<file path="config.mk">
export PLATFORM = sky130hd
export DESIGN_NAME = half16_norm_round
export DESIGN_NICKNAME = d
export VERILOG_FILES = /design/src/rtl/half16_norm_round.sv
export SDC_FILE = /design/constraint.sdc
export NUM_CORES = 1
export LEC_CHECK = 0
export ABC_CLOCK_PERIOD_IN_PS = 4600
export CORE_MARGIN = 2
export CORE_UTILIZATION = 59
export DETAILED_ROUTE_END_ITERATION = 6
export GPL_TIMING_DRIVEN = 0
export PLACE_DENSITY_LB_ADDON = 0.1
export SETUP_SLACK_MARGIN = 0.3
export SYNTH_ARGS = -nofsm -noshare
export SYNTH_HDL_FRONTEND = slang
export SYNTH_SLANG_ARGS = --single-unit
</file>
<file path="constraint.sdc">
create_clock -name clk -period 4.6 [get_ports clk]
set_input_delay 1.15 -clock clk [delete_from_list [all_inputs] [get_ports clk]]
set_output_delay 1.15 -clock clk [all_outputs]
set_load 0.03 [all_outputs]
</file>
<file path="src/rtl/half16_norm_round.sv">
// Normalize, round-to-nearest-even and pack a raw half-precision add/sub magnitude word
// into IEEE-754 binary16 plus flags; left normalization advances one bit per cycle.
module half16_norm_round #(
    parameter int unsigned EXP_W  = 5,
    parameter int unsigned FRAC_W = 10
) (
    input  logic                      clk,
    input  logic                      rst_n,
    input  logic                      in_valid,
    output logic                      in_ready,
    input  logic                      in_sign,
    input  logic [EXP_W-1:0]          in_exp_half,
    input  logic [FRAC_W+1:0]         in_mant_half,
    input  logic [2:0]                in_grs,
    output logic                      out_valid,
    input  logic                      out_ready,
    output logic [EXP_W+FRAC_W:0]     q,
    output logic [4:0]                flags
);

    localparam int unsigned MANT_W  = FRAC_W + 2;
    localparam int unsigned EXP_RW  = EXP_W + 1;
    localparam int unsigned EXP_MAX = (1 << EXP_W) - 1;
    localparam int unsigned Q_W     = EXP_W + FRAC_W + 1;

    typedef enum logic [1:0] {
        S_IDLE,
        S_NORM,
        S_ROUND,
        S_DONE
    } state_t;

    state_t              state;
    logic [MANT_W-1:0]   mant;
    logic [EXP_RW-1:0]   exp;
    logic                g, r, s, sign;

    logic                round_up_c;
    logic                inexact_c;
    logic [MANT_W-1:0]   mant_rnd_c;
    logic [EXP_RW-1:0]   exp_rnd_c;
    logic [Q_W-1:0]      q_c;
    logic [4:0]          flags_c;

    // Round-to-nearest-even on the normalized word and pack the result
    always_comb begin
        round_up_c = g & (r | s | mant[0]);
        inexact_c  = g | r | s;
        mant_rnd_c = mant + MANT_W'(round_up_c);
        exp_rnd_c  = exp;
        q_c        = '0;
        flags_c    = '0;
        if (mant_rnd_c[MANT_W-1]) begin
            mant_rnd_c = MANT_W'(1) << FRAC_W;
            exp_rnd_c  = exp + EXP_RW'(1);
        end
        if (exp_rnd_c >= EXP_RW'(EXP_MAX)) begin
            q_c     = {sign, EXP_W'(EXP_MAX), FRAC_W'(0)};
            flags_c = 5'b00011;
        end else begin
            q_c        = {sign,
                          mant_rnd_c[FRAC_W] ? exp_rnd_c[EXP_W-1:0] : EXP_W'(0),
                          mant_rnd_c[FRAC_W-1:0]};
            flags_c[0] = inexact_c;
            flags_c[2] = ~mant_rnd_c[FRAC_W] & inexact_c;
            flags_c[3] = (q_c[Q_W-2:0] == '0);
        end
    end

    // Control FSM with datapath registers and registered handshake outputs
    always_ff @(posedge clk or negedge rst_n) begin
        if (!rst_n) begin
            state     <= S_IDLE;
            in_ready  <= 1'b1;
            out_valid <= 1'b0;
            q         <= '0;
            flags     <= '0;
            mant      <= '0;
            exp       <= '0;
            g         <= 1'b0;
            r         <= 1'b0;
            s         <= 1'b0;
            sign      <= 1'b0;
        end else begin
            case (state)
                S_IDLE: begin
                    if (in_valid) begin
                        sign     <= in_sign;
                        mant     <= in_mant_half;
                        exp      <= (in_exp_half == '0) ? EXP_RW'(1) : {1'b0, in_exp_half};
                        g        <= in_grs[2];
                        r        <= in_grs[1];
                        s        <= in_grs[0];
                        in_ready <= 1'b0;
                        state    <= S_NORM;
                    end
                end
                S_NORM: begin
                    // Shifting never clears a nonzero word, so all-zero can only be the captured input
                    if (mant == '0 && !g && !r && !s) begin
                        q         <= {sign, (Q_W-1)'(0)};
                        flags     <= 5'b01000;
                        out_valid <= 1'b1;
                        state     <= S_DONE;
                    end else if (mant[MANT_W-1]) begin
                        mant  <= {1'b0, mant[MANT_W-1:1]};
                        g     <= mant[0];
                        r     <= g;
                        s     <= r | s;
                        exp   <= exp + EXP_RW'(1);
                        state <= S_ROUND;
                    end else if (mant[FRAC_W] || exp == EXP_RW'(1)) begin
                        state <= S_ROUND;
                    end else begin
                        mant <= {mant[MANT_W-2:0], g};
                        g    <= r;
                        r    <= 1'b0;
                        exp  <= exp - EXP_RW'(1);
                    end
                end
                S_ROUND: begin
                    q         <= q_c;
                    flags     <= flags_c;
                    out_valid <= 1'b1;
                    state     <= S_DONE;
                end
                S_DONE: begin
                    if (out_ready) begin
                        out_valid <= 1'b0;
                        in_ready  <= 1'b1;
                        state     <= S_IDLE;
                    end
                end
                default: begin
                    state    <= S_IDLE;
                    in_ready <= 1'b1;
                end
            endcase
        end
    end

endmodule

</file>
---- Word-level counts from Yosys, hierarchy flattened ----
Index checks and enable logic that the tools add are counted.
word-level totals
  bits in registers ....................... 47
  bits of input ports ..................... 25
  output and inout bits ................... 23
  logic and storage cells ................. 105
operators by class
  $add $sub $neg .......................... 3
  $lt $le $gt $ge ......................... 1
  eq/ne operators ......................... 11
  multiplexer cells ....................... 48
  bitwise operators ....................... 7
  reductions and logical operators ........ 23
operator list
  cell                   number
  $mux W12               4
  $pmux W16 S2           1
  $mux W6                5
  $pmux W12 S2           1
  $mux W1                17
  $mux W16               1
  $logic_not A15 Y1      1
  $mux W15               1
  $mux W5                3
  $add A12 B1 Y12        1
  $logic_not A12 Y1      1
  $mux W2                6
  $pmux W6 S2            1
  $reduce_and A3 Y1      4
  $mux W11               1
  $ne A2 B2 Y1 const B   5
  $pmux W5 S2            1
  $pmux W1 S2            4
  $pmux W2 S4            1
  $reduce_and A4 Y1      2
  $add A6 B1 Y6 const B  1
  $eq A6 B1 Y1 const B   1
  $ge A6 B5 Y1 const B   1
  $reduce_bool A2 Y1     3
  16 further kinds       26

---- Depth between registers and ports, before layout ----
  depth after elaboration ................. 9
  mapped depth ............................ 10

---- Worst setup path before layout ----
No wires, ideal clock.
  path kind ............................... input to register
  start ................................... input port in_valid
  end ..................................... register exp[5]
  data arrival time ....................... 2.196 ns
  slack ................................... 2.328 ns
  stages .................................. 6
  buffers on the path ..................... 1
  cells stage by stage .................... nand2_1 > a21boi_0 > a21o_1 > buf_2 > or4_1 > o21ai_1
on the way
  longest elaborated chain between the ends .. 2
ends and longest elaborated chain
  element                      line  text
  start: declaration           9     input logic in_valid,
  $ne A2 B2 Y1 (no line)       n/a
  $reduce_and A4 Y1 (no line)  n/a
  end signal: assignment       90    exp <= (in_exp_half == '0) ? EXP_RW'(1) : {1'b0, in_exp_half};
  end signal: assignment       110   exp <= exp + EXP_RW'(1);
  end signal: assignment       118   exp <= exp - EXP_RW'(1);
  end: declaration             35    logic [EXP_RW-1:0] exp;
Every way passes these cells.
A chain may end at the register's enable or synchronous reset.

---- Final worst setup path ----
Ends and elaborated chain as after synthesis.

==> flow_metrics.env <==
export IMPL_hpwlAfterDp_um=5820
export IMPL_vdd_ir_drop_max_mv=0.399
export IMPL_instances_no_fill=487
export IMPL_cts_sinks=46
export IMPL_setup_tns_ns=0
export IMPL_overflow=0
export IMPL_max_slew_margin=0.583
export IMPL_synth_top_area_frac=0.360
export IMPL_dieArea_um2=5900
export IMPL_drt_antenna_violating_nets=0
export IMPL_gp_congestion=0.924
export IMPL_clk_latency_ns=0.31
export IMPL_cts_repair_resized=0
export IMPL_hold_violations=0
export IMPL_leakage_nw=1.48
export IMPL_yosys_top_cells_area="dfrtp_1 (36%), nand2_1 (6.6%), o21ai_1 (4.0%), ha_1 (3.2%), o21ai_0 (3.2%)"
export IMPL_io_pin_count=48
export IMPL_power_density_nw_per_um2=739
export IMPL_cp_required_ns=4.83
export IMPL_antenna_found_initial=0
export IMPL_ys_flop_type="dfrtp_1"
export IMPL_drc_errors=0
export IMPL_postLayoutCoreUtil=0.739
export IMPL_synth_area_leader_cell="dfrtp_1"
export IMPL_first_global_vias=2821
export IMPL_syn2layout_area_growth_pct=20.5
export IMPL_cp_arrival_ns=2.93
export IMPL_diodes=0
export IMPL_dp_cells=479
export IMPL_synthArstFlopShare=1.00
export IMPL_min_period_ns=2.70
export IMPL_viasPerCell=6.06
export IMPL_h_tree_depth=2
export IMPL_port_buffers=46
export IMPL_dr_pass1_iters=6
export IMPL_initial_core_util=0.613
export IMPL_wl_um=7880
export IMPL_netlist_area_um2=3130
export IMPL_cts_tree="yes"
export IMPL_drt_iter0_drc=258
export IMPL_grt_pass1_wl_um=13500
export IMPL_end_kind="flop"
export IMPL_clkTransAtPathRegs_ns=0.08
export IMPL_rows=26
export IMPL_syn_avg_cell_area_um2=8.65
export IMPL_cts_hold_buffers=0
export IMPL_slew_violations=0
export IMPL_setup_viol=0
export IMPL_die_h_um=76.8
export IMPL_synth_edf_count=0
export IMPL_period_share=0.587
export IMPL_crit_fanout=10
export IMPL_syn_nets=395
export IMPL_core_area_um2=5110
export IMPL_yosys_warnings=0
export IMPL_rsz0062_at_grt="false"
export IMPL_synth_distinct_cells=69
export IMPL_layout_drive_gt1_share=0.122
export IMPL_ys_seq_area_frac=0.368
export IMPL_cts_made_buffers=5
export IMPL_outcome="finished clean"
export IMPL_fin_skew_ns=0.0107
export IMPL_die_w_um=76.8
export IMPL_via_count=2952
export IMPL_path_class="in2reg"
export IMPL_nets=449
export IMPL_root_buffer="clkbuf_8"
export IMPL_post_cts_setup_buffer_count=0
export IMPL_synthesis_instances=362
export IMPL_worst_pin_slew_ns=0.621
export IMPL_wire_per_inst_um=16.2
export IMPL_clockBufferDepth=2
export IMPL_grt_start_max_net_pins=25
export IMPL_fmax_mhz=370
export IMPL_grt_total_usage=0.281
export IMPL_drv_cap=0
export IMPL_min_path_type="reg2reg"
export IMPL_cp_start_kind="input pin"
export IMPL_ys_seq_elements=46
-- state kept, by name, summed over array words and instances, names as in the netlist --
name / flops
q: 16
sign: 1
s: 1
r: 1
flags: 4
in_ready: 1
out_valid: 1
state: 2
mant: 12
g: 1
exp: 6
-- logic make-up after synthesis --
| kind of cell | after synthesis | synth area share |
|---|---|---|
| other | 1 | 0.00120 |
| AO/OA/AOI/OAI | 120 | 0.261 |
| adder cells (fa/ha/maj) | 8 | 0.0320 |
| multiplexers | 9 | 0.0316 |
| buffers and inverters | 44 | 0.0723 |
| AND/OR/NAND/NOR | 116 | 0.179 |
| flip-flops | 46 | 0.368 |
| XOR/XNOR | 18 | 0.0552 |
-- critical path, cell delays in order --
cell,delay (ns)
clkdlybuf4s50_1,0.53
nand2_1,0.15
a21boi_0,0.19
a21o_1,0.18
buf_2,0.17
or4_1,0.46
o21ai_1,0.09
-- layout make-up --
class,count,area [um2]
clock buffer,8,80.1
fill,428,1330
inverter,9,33.8
multi-input combinational,272,1750
timing repair buffer,47,475
tap,70,87.6
sequential,46,1150
buffer,35,193
-- power by group --
part | switching, mW | total, mW | internal, mW
Clock | 0.137 | 0.246 | 0.108
Combinational | 1.12 | 1.83 | 0.710
Sequential | 0.116 | 0.708 | 0.592
Total | 1.38 | 2.79 | 1.41
-- path summary, 6_finish.rpt --
path	from	end	slack [ns]	depth (start not counted)
worst max register to register	g	exp[1]	2.03	8
worst max-delay path	in_valid	exp[5]	1.90	7
max in group asynchronous	rst_n	in_ready	3.19	2
worst min-delay path	flags[1]	flags[1]	0.49	2
min in group asynchronous	rst_n	q[4]	0.82	1
worst min register to register	flags[1]	flags[1]	0.49	2
-- metal layers --
metal | vias up | global-route usage | wire length (um)
met1 | 1402 | 0.395 | 3590
li1 | 1417 | - | -
met3 | 16 | 0.0259 | 447
met4 | 0 | 0.105 | 145
met5 | - | 0 | 0
met2 | 117 | 0.450 | 3700
-- placed cells by master (no fill, tap or decap), drive strengths merged, types with 3 or more instances in the layout --
master	instances
buf	25
o31ai	3
nor2	14
o21a	3
nand3	10
nand4	6
nor4	4
and2	4
and3	3
ha	8
dfrtp	45
nor3	8
mux2i	5
and4	4
inv	9
a32o	4
xor2	9
a21o	3
o21ai	48
a21oi	16
nand2	56
o211ai	13
a31oi	5
a221o	4
mux2	4
clkbuf	20
o22ai	3
clkdlybuf4s50	45
xnor2	9
-- synthesized netlist by cell type, drive strengths merged, types with 9 or more instances --
library cell,instances
o211ai,13
nand2,56
xnor2,9
nand3,10
nor2,14
a21oi,16
o21ai,48
xor2,9
inv,9
buf,23
clkbuf,12
dfrtp,45
-- metrics by stage --
stage               total power, mW  cell area (um2)  setup slack [ns]  hold WS, ns
finish                         2.79             3770              1.90        0.486
detailed placement             2.52             3690              1.62        0.469
floorplan                      2.01             3130              2.33        0.452
global route                   3.00             3770              1.84        0.517
global placement               2.47             3680              1.08        0.466
CTS                            2.77             3770              1.92        0.493
No activity file was read; power rests on OpenSTA's default activity.
